$ cat config.mk
export PLATFORM = sky130hd
export DESIGN_NAME = rst_seq_ctrl
export DESIGN_NICKNAME = d
export VERILOG_FILES = /design/src/rtl/rst_seq_pkg.sv /design/src/rtl/rst_debounce.sv /design/src/rtl/rst_seq_ctrl.sv
export SDC_FILE = /design/constraint.sdc
export NUM_CORES = 1
export LEC_CHECK = 0
export CAP_MARGIN = 40
export CORE_ASPECT_RATIO = 0.8
export CORE_MARGIN = 2
export CORE_UTILIZATION = 45
export CTS_CLUSTER_SIZE = 12
export DETAILED_ROUTE_END_ITERATION = 12
export MAX_ROUTING_LAYER = met4
export PLACE_DENSITY = 0.7
export SLEW_MARGIN = 30
export SYNTH_ARGS = -nofsm -noshare
export SYNTH_HDL_FRONTEND = slang
export SYNTH_HIERARCHICAL = 1
export SYNTH_SLANG_ARGS = --single-unit
$ cat constraint.sdc
create_clock -name clk -period 2.6 [get_ports clk]
set_input_delay 0.78 -clock clk [delete_from_list [all_inputs] [get_ports clk]]
set_output_delay 0.78 -clock clk [all_outputs]
set_load 0.01 [all_outputs]
$ cat src/rtl/rst_seq_pkg.sv
// Shared encodings for the board reset sequencer: FSM states and reset-cause codes.
package rst_seq_pkg;

    localparam int unsigned STATE_W = 2;
    localparam int unsigned CAUSE_W = 2;

    localparam logic [1:0] ST_HOLD      = 2'd0;
    localparam logic [1:0] ST_RELEASE   = 2'd1;
    localparam logic [1:0] ST_RUN       = 2'd2;
    localparam logic [1:0] ST_TRAP_WAIT = 2'd3;

    localparam logic [1:0] CAUSE_POR  = 2'd0;
    localparam logic [1:0] CAUSE_BTN  = 2'd1;
    localparam logic [1:0] CAUSE_SW   = 2'd2;
    localparam logic [1:0] CAUSE_TRAP = 2'd3;

endpackage

$ cat src/rtl/rst_debounce.sv
// Board button conditioner: 2-flop synchronizer, stability counter and a
// single-cycle press pulse that re-arms only after the level drops.
module rst_debounce #(
    parameter int unsigned DEBOUNCE_CYCLES = 1000,
    parameter int unsigned CNT_W           = 16
) (
    input  logic clk,
    input  logic rst,
    input  logic btn_raw,
    output logic btn_req
);

    localparam logic [CNT_W-1:0] RELOAD = CNT_W'(DEBOUNCE_CYCLES - 1);

    logic             sync1;
    logic             sync2;
    logic             fired;
    logic [CNT_W-1:0] cnt;

    // Any low sample reloads the count and re-arms the pulse.
    always_ff @(posedge clk or negedge rst) begin
        if (!rst) begin
            sync1   <= 1'b0;
            sync2   <= 1'b0;
            fired   <= 1'b0;
            cnt     <= RELOAD;
            btn_req <= 1'b0;
        end else begin
            sync1   <= btn_raw;
            sync2   <= sync1;
            btn_req <= 1'b0;
            if (!sync2) begin
                cnt   <= RELOAD;
                fired <= 1'b0;
            end else if (!fired) begin
                if (cnt == '0) begin
                    btn_req <= 1'b1;
                    fired   <= 1'b1;
                end else begin
                    cnt <= cnt - 1'b1;
                end
            end
        end
    end

endmodule

$ cat src/rtl/rst_seq_ctrl.sv
// Board reset sequencer: stretches POR/button resets, releases domain resets in
// index order, and re-runs the sequence on software request or CPU trap.
module rst_seq_ctrl
    import rst_seq_pkg::*;
#(
    parameter int unsigned N_DOMAINS       = 3,
    parameter int unsigned CNT_W           = 16,
    parameter int unsigned HOLD_CYCLES     = 65535,
    parameter int unsigned GAP_CYCLES      = 16,
    parameter int unsigned DEBOUNCE_CYCLES = 1000,
    parameter bit          TRAP_RESET      = 1'b1
) (
    input  logic                 clk,
    input  logic                 rst,
    input  logic                 ext_rst_btn,
    input  logic                 sw_rst_req,
    input  logic                 trap,
    output logic [N_DOMAINS-1:0] sys_rst,
    output logic                 rst_done,
    output logic                 busy,
    output logic [CAUSE_W-1:0]   rst_cause
);

    localparam int unsigned      IDX_W       = (N_DOMAINS > 1) ? $clog2(N_DOMAINS) : 1;
    localparam logic [CNT_W-1:0] HOLD_RELOAD = CNT_W'(HOLD_CYCLES - 1);
    localparam logic [CNT_W-1:0] GAP_RELOAD  = CNT_W'(GAP_CYCLES - 1);
    localparam logic [IDX_W-1:0] LAST_IDX    = IDX_W'(N_DOMAINS - 1);

    logic [STATE_W-1:0]   state, state_nxt;
    logic [CNT_W-1:0]     cnt, cnt_nxt, cnt_dec;
    logic [IDX_W-1:0]     idx, idx_nxt, idx_inc;
    logic [N_DOMAINS-1:0] sys_rst_nxt;
    logic                 done_nxt;
    logic                 busy_nxt;
    logic [CAUSE_W-1:0]   cause_nxt;
    logic                 trap_q;
    logic                 trap_rise;
    logic                 btn_req;
    logic                 enter_hold;
    logic [CAUSE_W-1:0]   hold_cause;

    rst_debounce #(
        .DEBOUNCE_CYCLES(DEBOUNCE_CYCLES),
        .CNT_W          (CNT_W)
    ) u_debounce (
        .clk    (clk),
        .rst    (rst),
        .btn_raw(ext_rst_btn),
        .btn_req(btn_req)
    );

    assign trap_rise = trap & ~trap_q;
    assign idx_inc   = idx + 1'b1;
    assign cnt_dec   = (cnt == '0) ? cnt : cnt - 1'b1;

    always_ff @(posedge clk or negedge rst) begin
        if (!rst) begin
            state     <= ST_HOLD;
            cnt       <= HOLD_RELOAD;
            idx       <= '0;
            trap_q    <= 1'b0;
            sys_rst   <= '1;
            rst_done  <= 1'b0;
            busy      <= 1'b1;
            rst_cause <= CAUSE_POR;
        end else begin
            state     <= state_nxt;
            cnt       <= cnt_nxt;
            idx       <= idx_nxt;
            trap_q    <= trap;
            sys_rst   <= sys_rst_nxt;
            rst_done  <= done_nxt;
            busy      <= busy_nxt;
            rst_cause <= cause_nxt;
        end
    end

    always_comb begin
        state_nxt   = state;
        cnt_nxt     = cnt;
        idx_nxt     = idx;
        sys_rst_nxt = sys_rst;
        done_nxt    = rst_done;
        cause_nxt   = rst_cause;
        enter_hold  = 1'b0;
        hold_cause  = CAUSE_POR;

        case (state)
            ST_HOLD, ST_RELEASE: begin
                if (btn_req) begin
                    enter_hold = 1'b1;
                    hold_cause = CAUSE_BTN;
                end else if (sw_rst_req) begin
                    enter_hold = 1'b1;
                    hold_cause = CAUSE_SW;
                end else if (cnt != '0) begin
                    cnt_nxt = cnt_dec;
                end else begin
                    cnt_nxt = GAP_RELOAD;
                    if (state == ST_HOLD) begin
                        idx_nxt        = '0;
                        sys_rst_nxt[0] = 1'b0;
                        if (N_DOMAINS == 1) begin
                            state_nxt = ST_RUN;
                            done_nxt  = 1'b1;
                        end else begin
                            state_nxt = ST_RELEASE;
                        end
                    end else begin
                        idx_nxt = idx_inc;
                        for (int unsigned i = 1; i < N_DOMAINS; i++) begin
                            if (IDX_W'(i) == idx_inc) sys_rst_nxt[i] = 1'b0;
                        end
                        if (idx_inc == LAST_IDX) begin
                            state_nxt = ST_RUN;
                            done_nxt  = 1'b1;
                        end
                    end
                end
            end
            ST_RUN: begin
                if (btn_req) begin
                    enter_hold = 1'b1;
                    hold_cause = CAUSE_BTN;
                end else if (sw_rst_req) begin
                    enter_hold = 1'b1;
                    hold_cause = CAUSE_SW;
                end else if (TRAP_RESET && trap_rise) begin
                    state_nxt = ST_TRAP_WAIT;
                    cnt_nxt   = GAP_RELOAD;
                end
            end
            ST_TRAP_WAIT: begin
                // Expiry outranks a coincident software request (trap > software).
                if (btn_req) begin
                    enter_hold = 1'b1;
                    hold_cause = CAUSE_BTN;
                end else if (cnt == '0) begin
                    enter_hold = 1'b1;
                    hold_cause = CAUSE_TRAP;
                end else if (sw_rst_req) begin
                    enter_hold = 1'b1;
                    hold_cause = CAUSE_SW;
                end else begin
                    cnt_nxt = cnt_dec;
                end
            end
            default: begin
                enter_hold = 1'b1;
                hold_cause = CAUSE_POR;
            end
        endcase

        if (enter_hold) begin
            state_nxt   = ST_HOLD;
            cnt_nxt     = HOLD_RELOAD;
            idx_nxt     = '0;
            sys_rst_nxt = '1;
            done_nxt    = 1'b0;
            cause_nxt   = hold_cause;
        end

        busy_nxt = (state_nxt != ST_RUN);
    end

endmodule

## Yosys cells after proc, flatten, opt, wreduce, memory -nomap -nowiden

Cells that the tools add are included.

- Add/subtract/negate cells: 3
- Equality and inequality tests: 21
- Muxes and demuxes: 62
- Bitwise operators: 2
- Reductions and logical operators: 18

Operators by type and width:

| operator | count |
|---|---|
| two-way mux 16 bit | 14 |
| one-hot mux 16 bit (3 select lines) | 1 |
| two-way mux 2 bit | 20 |
| zero test 16 bit | 2 |
| subtractor 16 x 1 -> 16 bit (second input constant) | 2 |
| inequality test 3 bit (second input constant) | 8 |
| two-way mux 1 bit | 19 |
| AND reduction 6 bit | 3 |
| nonzero test 16 bit | 1 |
| two-way mux 3 bit | 5 |
| inequality test 2 bit (second input constant) | 6 |
| nonzero test 2 bit | 5 |
| one-hot mux 2 bit (2 select lines) | 2 |
| AND reduction 8 bit | 1 |
| == test 2 bit (second input constant) | 3 |
| AND reduction 5 bit | 1 |
| AND reduction 4 bit | 1 |
| OR reduction 3 bit | 1 |
| adder 2 x 1 -> 2 bit (second input constant) | 1 |
| == test 1 x 2 -> 1 bit (first input constant) | 1 |
| == test 2 x 1 -> 1 bit (second input constant) | 1 |
| == test 2 bit (first input constant) | 1 |
| zero test 2 bit | 1 |
| inequality test 2 x 1 -> 1 bit (second input constant) | 1 |
| 5 further kinds | 5 |

- Flip-flop bits (word level): 48
- Bits of input ports: 5
- Output and inout bits: 7
- Word-level logic and storage cells: 121

## Depth between registers and ports, before layout

Gate-level depths: netlist of the first run.

- Depth in word-level cells: 10
- Depth in mapped cells: 9

## Hierarchy

The synthesis of the first run kept the hierarchy.

By module, submodules not included:

| module | instances | cells each | area an instance (µm²) | seq. area each (µm²) |
|---|---|---|---|---|
| rst_seq_ctrl | 1 | 185 | 1660.3 | 724.4 |
| rst_debounce | 1 | 102 | 1018.5 | 510.5 |

## Worst setup path before layout of the first run

Ideal clock, no wire load.

- Path kind: flip-flop to flip-flop
- From: reg cnt[0] (netlist name)
- To: reg cnt[0] (netlist name)
- Arrival time: 2.465 ns
- Slack: 0.010 ns
- Stages on the path, launching flop included: 10
- Path buffers: 1
- Path through: dfrtp_1 -> inv_1 -> ha_1 -> or4b_1 -> buf_2 -> nor4_2 -> inv_1 -> ha_1 -> nor2_1 -> a2111oi_0

==> metrics, run 1 <==
Sw Share=0.213; largest net degree at the start of global routing=27; clock power share=0.400; Gate Count Post-Synth=287; Clock Skews=0.00700 ns; DIE WIDTH=90.3 um; Routed WL=6100 um; slowest cell delay on critical path=0.58 ns; Num CTS Buffers=5; power per cell area=466 nW/um2; Worst Path Arrival=2.76 ns; Crit. End Element=flip-flop; I/O Pins=12; Clk Latency, worst-skew pair=0.30 ns; Max Freq=0.394 GHz; Yosys reg bits=48; syn nets=297; DR vias=2281; Reg clk slew, reported paths=0.09 ns; CP Class=flip-flop to flip-flop; number of buffers inserted by hold repair at cts=0; commonest cells after routing, fill and taps aside=dfstp_2, nor2_1, or3_1, o21ai_0, dfrtp_1; clk buf depth=2; EDFF count, synth=0; CTS H-Tree Depth=2; first-pass GRT wire length=10400 um; Starting Density=0.460; Max Cap Viol=0; Setup crit start kind=flip-flop; cell area after synthesis=2680 um2; wire length per cell=15.4 um; Hold Crit Class=flip-flop to flip-flop; DRT iter0 DRCs=205; CTS Root Cell=clkbuf_8; Die Y=73.0 um; 1st-pass router iterations=5; DR vias/cell=5.76; Pint=0.00115 W; Max-slew headroom=0.507; diode count=0; number of global-route vias before repair=2084; port buffer count=11; Seq pwr share=0.538; prevailing post-synth register cell=dfstp_2; Max FO, Critical Path=5; fin nets=324; initial antenna violation count=0; hpwl dp=4460 um; Unique masters post-synth=48; area of the multi-input gates=1350 um2; Core Box Area=5820 um2; post-synthesis async set-or-reset flop share=1.00; CTS tree=done; GRT overflow=0; Tcrit/Tclk final=0.975; Slew Limit Fails=0; register area=1230 um2; global-route usage over all layers=0.204; Layout area overhead=17.2%; sequential element share of the synthesized area=0.461; slowest CP cell=or4_4; layout cells sized above 1=0.232; drc violations=0; cell row count=25; Lkg Pwr=1.17 nW; setup TNS=0 ns; CP required=2.82 ns; Comb pwr share=0.062; Clock Sinks=48; Placer Congestion=0.961; outcome=completed; Sw Pwr=0.000311 W; commonest non-fill, non-tap cell in the layout=dfstp_2; count of final setup violators=0; filler cell count=576; DRT antenna net count=0; worst-margin pin slew=0.733 ns; die area=6590 um2; Synth Warn #=6; Hold Violations, Final=0; dpl cell area=2990 um2; final instance area=3140 um2; minimum clock period=2.54 ns; CP Cell Sequence=inv_1, ha_1, or4b_1, or4_4, o31ai_4, buf_4, o21ai_1, a211o_1; Hold Slack=0.374 ns; worst vdd ir=0.231 mV; Mean Syn Cell Area=9.33 um2
==> logic make-up after synthesis <==
group                      count (synthesis)  share of synthesized area
and+or+nand+nor                          124                      0.265
AOI/OAI and AO/OA                         81                      0.199
DFF                                       48                      0.461
buffers and inverters                     25                     0.0364
adders and majority gates                  5                     0.0234
muxes                                      3                     0.0121
xor gates and xnor gates                   1                    0.00327
==> sequential cells by signal, indices dropped and copies added (netlist names) <==
name	flops
trap_q	1
u_debounce/sync2	1
u_debounce/fired	1
busy	1
rst_done	1
cnt	16
rst_cause	2
u_debounce/sync1	1
sys_rst	3
u_debounce/btn_req	1
state	2
u_debounce/cnt	16
idx	2
==> per-layer routing <==
layer,wire length [um],global-route usage
met5,0,-
met3,323,0.0362
met2,2540,0.275
met4,40,0.0615
met1,3200,0.311
==> what timing repair did <==
item / in CTS / in global routing
hold endpoints to repair: 0 / 0
endpoints found under the setup margin: 0 / 4
buffers inserted: 0 / 2
gates resized for setup: 0 / 2
==> cell type report <==
cell class / instances / area share
tap: 81 / 0.0323
multi-input combinational: 214 / 0.431
inverter: 13 / 0.0155
clock buffer: 7 / 0.0307
sequential: 48 / 0.393
clock inverter: 1 / 0.00957
timing repair buffer: 32 / 0.0877
==> per-stage QoR <==
stage	cells	setup WS, ns	power [W]	utilization
finish	396	0.0648	0.00146	0.540
global route	396	-0.0245	0.00153	0.540
detailed placement	386	0.0789	0.000890	0.514
CTS	394	0.0445	0.00148	0.536
global placement	386	0.131	0.000888	0.514
floorplan	287	0.0100	0.000839	-
==> cells in the mapped netlist (all sizes together) (9+ instances only) <==
library cell  count  area, um2
clkbuf            9       33.8
inv              12       45.0
dfstp            27        709
nand2b            9       56.3
nor4             10       81.3
dfrtp            21        526
o21ai            27        146
nor3             11       55.1
nor2             23       86.3
or3              21        131
nand3             9       45.0
a21oi            19       95.1
nand2            17       63.8
==> final timing paths <==
path	startpoint	to	slack (ns)	cells past startpoint
setup / recovery	cnt[0]	cnt[7]	0.06	8
setup reg to reg	cnt[0]	cnt[7]	0.06	8
min in group asynchronous	rst	u_debounce/cnt[3]	0.48	1
hold / removal	u_debounce/sync1	u_debounce/sync2	0.37	0
hold reg to reg	u_debounce/sync1	u_debounce/sync2	0.37	0
max in group asynchronous	rst	sys_rst[2]	1.51	2
==> power groups by stage <==
stage	logic (W)	registers, W	clock network, W
final	0.0000909	0.000786	0.000584
after global placement	0.0000899	0.000798	0
after CTS	0.0000912	0.000786	0.000602
after global routing	0.000103	0.000790	0.000634
after detailed placement	0.0000905	0.000799	0
after floorplan	0.0000442	0.000794	0
==> worst max-delay path: cells and delay by family (launching register included) <==
family | cells | cell delay, ns
AO/OA/AOI/OAI | 3 | 0.63
adder cells (fa/ha/maj) | 1 | 0.17
buffers and inverters | 2 | 0.24
flip-flops | 1 | 0.38
AND/OR/NAND/NOR | 2 | 1.05
No activity file was read; power rests on OpenSTA's default activity.
==> run 2, diff against run 1 <==
--- a/config.mk
+++ b/config.mk
@@ -7,12 +7,12 @@
 export LEC_CHECK = 0
 export CAP_MARGIN = 40
 export CORE_ASPECT_RATIO = 0.8
-export CORE_MARGIN = 2
+export CORE_MARGIN = 10
 export CORE_UTILIZATION = 45
 export CTS_CLUSTER_SIZE = 12
 export DETAILED_ROUTE_END_ITERATION = 12
 export MAX_ROUTING_LAYER = met4
-export PLACE_DENSITY = 0.7
+export PLACE_DENSITY = 0.61
 export SLEW_MARGIN = 30
 export SYNTH_ARGS = -nofsm -noshare
 export SYNTH_HDL_FRONTEND = slang
==> metrics, run 2 (synthesis gave the netlist of run 1 again) <==
outcome=completed; reg2reg end=cnt[4]; Clock Skews=0.00648 ns (-0.000519 ns); Layout area overhead=15.9%; power per cell area=427 nW/um2 (-8.3%); clk buf depth=2 (unchanged); Slew Limit Fails=0 (unchanged); Hold Slack=0.359 ns (-0.0155 ns); Num CTS Buffers=5 (unchanged); Clk Latency, worst-skew pair=0.29 ns (about the same); 1st-pass router iterations=4 (-1); global-route usage over all layers=0.143 (-0.0611); worst vdd ir=0.260 mV (+13%); initial antenna violation count=0 (unchanged); Max Cap Viol=0 (unchanged); Hold Crit Endpoint=u_debounce/sync2; Max-slew headroom=0.608 (+0.101); Placer Congestion=0.925 (-3.8%); wire length per cell=15.7 um (+1.7%); CP Class=flip-flop to flip-flop; Setup crit start kind=flip-flop; worst r2r src=cnt[0]; DR vias=2265 (-0.70%); drc violations=0 (unchanged); Worst Path Arrival=2.69 ns (-0.07 ns); Reg clk slew, reported paths=0.09 ns (about the same); DIE WIDTH=106 um (+18%); Hold Violations, Final=0 (unchanged); GRT overflow=0 (unchanged); commonest cells after routing, fill and taps aside=dfstp_2, nor2_1, or3_1, o21ai_0, dfrtp_1; cell row count=25 (unchanged); DRT antenna net count=0 (unchanged); CTS H-Tree Depth=2 (unchanged); commonest non-fill, non-tap cell in the layout=dfstp_2; reg2reg setup slack=0.13 ns (+0.07 ns); final critical-path setup slack=0.133 ns (+0.0683 ns); Max Freq=0.405 GHz (+2.8%); Tcrit/Tclk final=0.949 (-0.0263); CP required=2.82 ns (about the same); min-delay src=u_debounce/sync1; I/O Pins=12 (unchanged); number of global-route vias before repair=2089 (+0.24%); minimum clock period=2.47 ns (-0.0683 ns); R2R cell count=7 (-1); DR vias/cell=5.73 (-0.45%); diode count=0 (unchanged); port buffer count=11 (unchanged); count of final setup violators=0 (unchanged); Setup WS pre-CTS=0.0698 ns (-0.00907 ns); CTS Root Cell=clkbuf_8; Routed WL=6190 um (+1.4%); DRT iter0 DRCs=174 (-15%); worst-margin pin slew=0.588 ns (-0.144 ns); largest net degree at the start of global routing=49 (+81%); Crit. End Element=flip-flop; Hold Path Depth=0 (unchanged); CTS tree=done; Largest regs=cnt x16, u_debounce/cnt x16, sys_rst x3; setup TNS=0 ns (unchanged); layout cells sized above 1=0.232 (+0.000738); hpwl dp=4570 um (+2.6%); Hold Crit Class=flip-flop to flip-flop; Max FO, Critical Path=7 (+2); fin nets=323 (-0.31%); die area=9460 um2 (+44%); Starting Density=0.458 (-0.00246); filler cell count=553 (-4.0%); Clock Sinks=48 (unchanged); Core Box Area=5850 um2 (+0.54%); first-pass GRT wire length=10800 um (+4.4%); Die Y=89.0 um (+22%); RSZ-0062 raised after global routing=false; Lkg Pwr=1.15 nW (-1.4%); Post-CTS Setup Bufs=0 (unchanged)
==> run 2: cell types whose count changed in the layout (fill, tap and decap cells not counted), sizes merged <==
cell / change
clkinv: +2
clkbuf: -1
bufinv: -1
buf: -1
==> run 2: layer usage <==
layer  up-vias  global-route usage  share of wire
met4         0              0.0221         0.0040
met1      1079               0.216           0.53
met3         2              0.0288          0.060
li1       1123                   -              -
met5         -                   -              0
met2        61               0.192           0.40
==> run 2: how the worst max path moves through the flow <==
stage                     startpoint  endpoint  slack, ns  cells after the start
after floorplan               cnt[0]    cnt[0]       0.01                      9
after global placement        cnt[0]   cnt[13]       0.09                      8
after detailed placement      cnt[0]   cnt[13]       0.07                      8
after CTS                     cnt[0]   cnt[13]       0.06                      8
after global routing          cnt[0]    cnt[4]      0.006                      7
final                         cnt[0]    cnt[4]       0.13                      7
==> run 2: power breakdown <==
part	total [W]	switching, W	internal [W]
registers	0.000786	0.0000157	0.000771
logic	0.0000901	0.0000512	0.0000389
clock network	0.000450	0.000237	0.000213
total	0.00133	0.000304	0.00102
==> run 2: worst max-delay path, cell delays in order (launching register included) <==
cell	delay (ns)
dfrtp_1	0.38
inv_1	0.05
ha_1	0.17
or4b_4	0.47
or4_4	0.48
o31ai_4	0.40
o21ai_1	0.14
a221o_1	0.30
==> run 2: cell type report <==
class                      instances  area (um2)  share of cell area
multi-input combinational        214        1360               0.437
sequential                        48        1230               0.398
timing repair buffer              31         272              0.0874
tap                               81         101              0.0326
clock buffer                       6        82.6              0.0266
inverter                          13        48.8              0.0157
clock inverter                     2        10.0             0.00322
==> run 2: what timing repair did <==
item / 4_1_cts / 5_1_grt
resized for setup: 0 / 4
setup endpoints to repair: 0 / 4
hold buffers: 0 / 0
==> run 2: stage by stage <==
stage                     cells  instance area, um2  total power, W  utilization
final                       395                3110         0.00133        0.531
after global routing        395                3110         0.00140        0.531
after CTS                   395                3090         0.00135        0.529
after detailed placement    387                3000        0.000888        0.513
after global placement      387                3000        0.000887        0.513
after floorplan             287                2680        0.000839            -
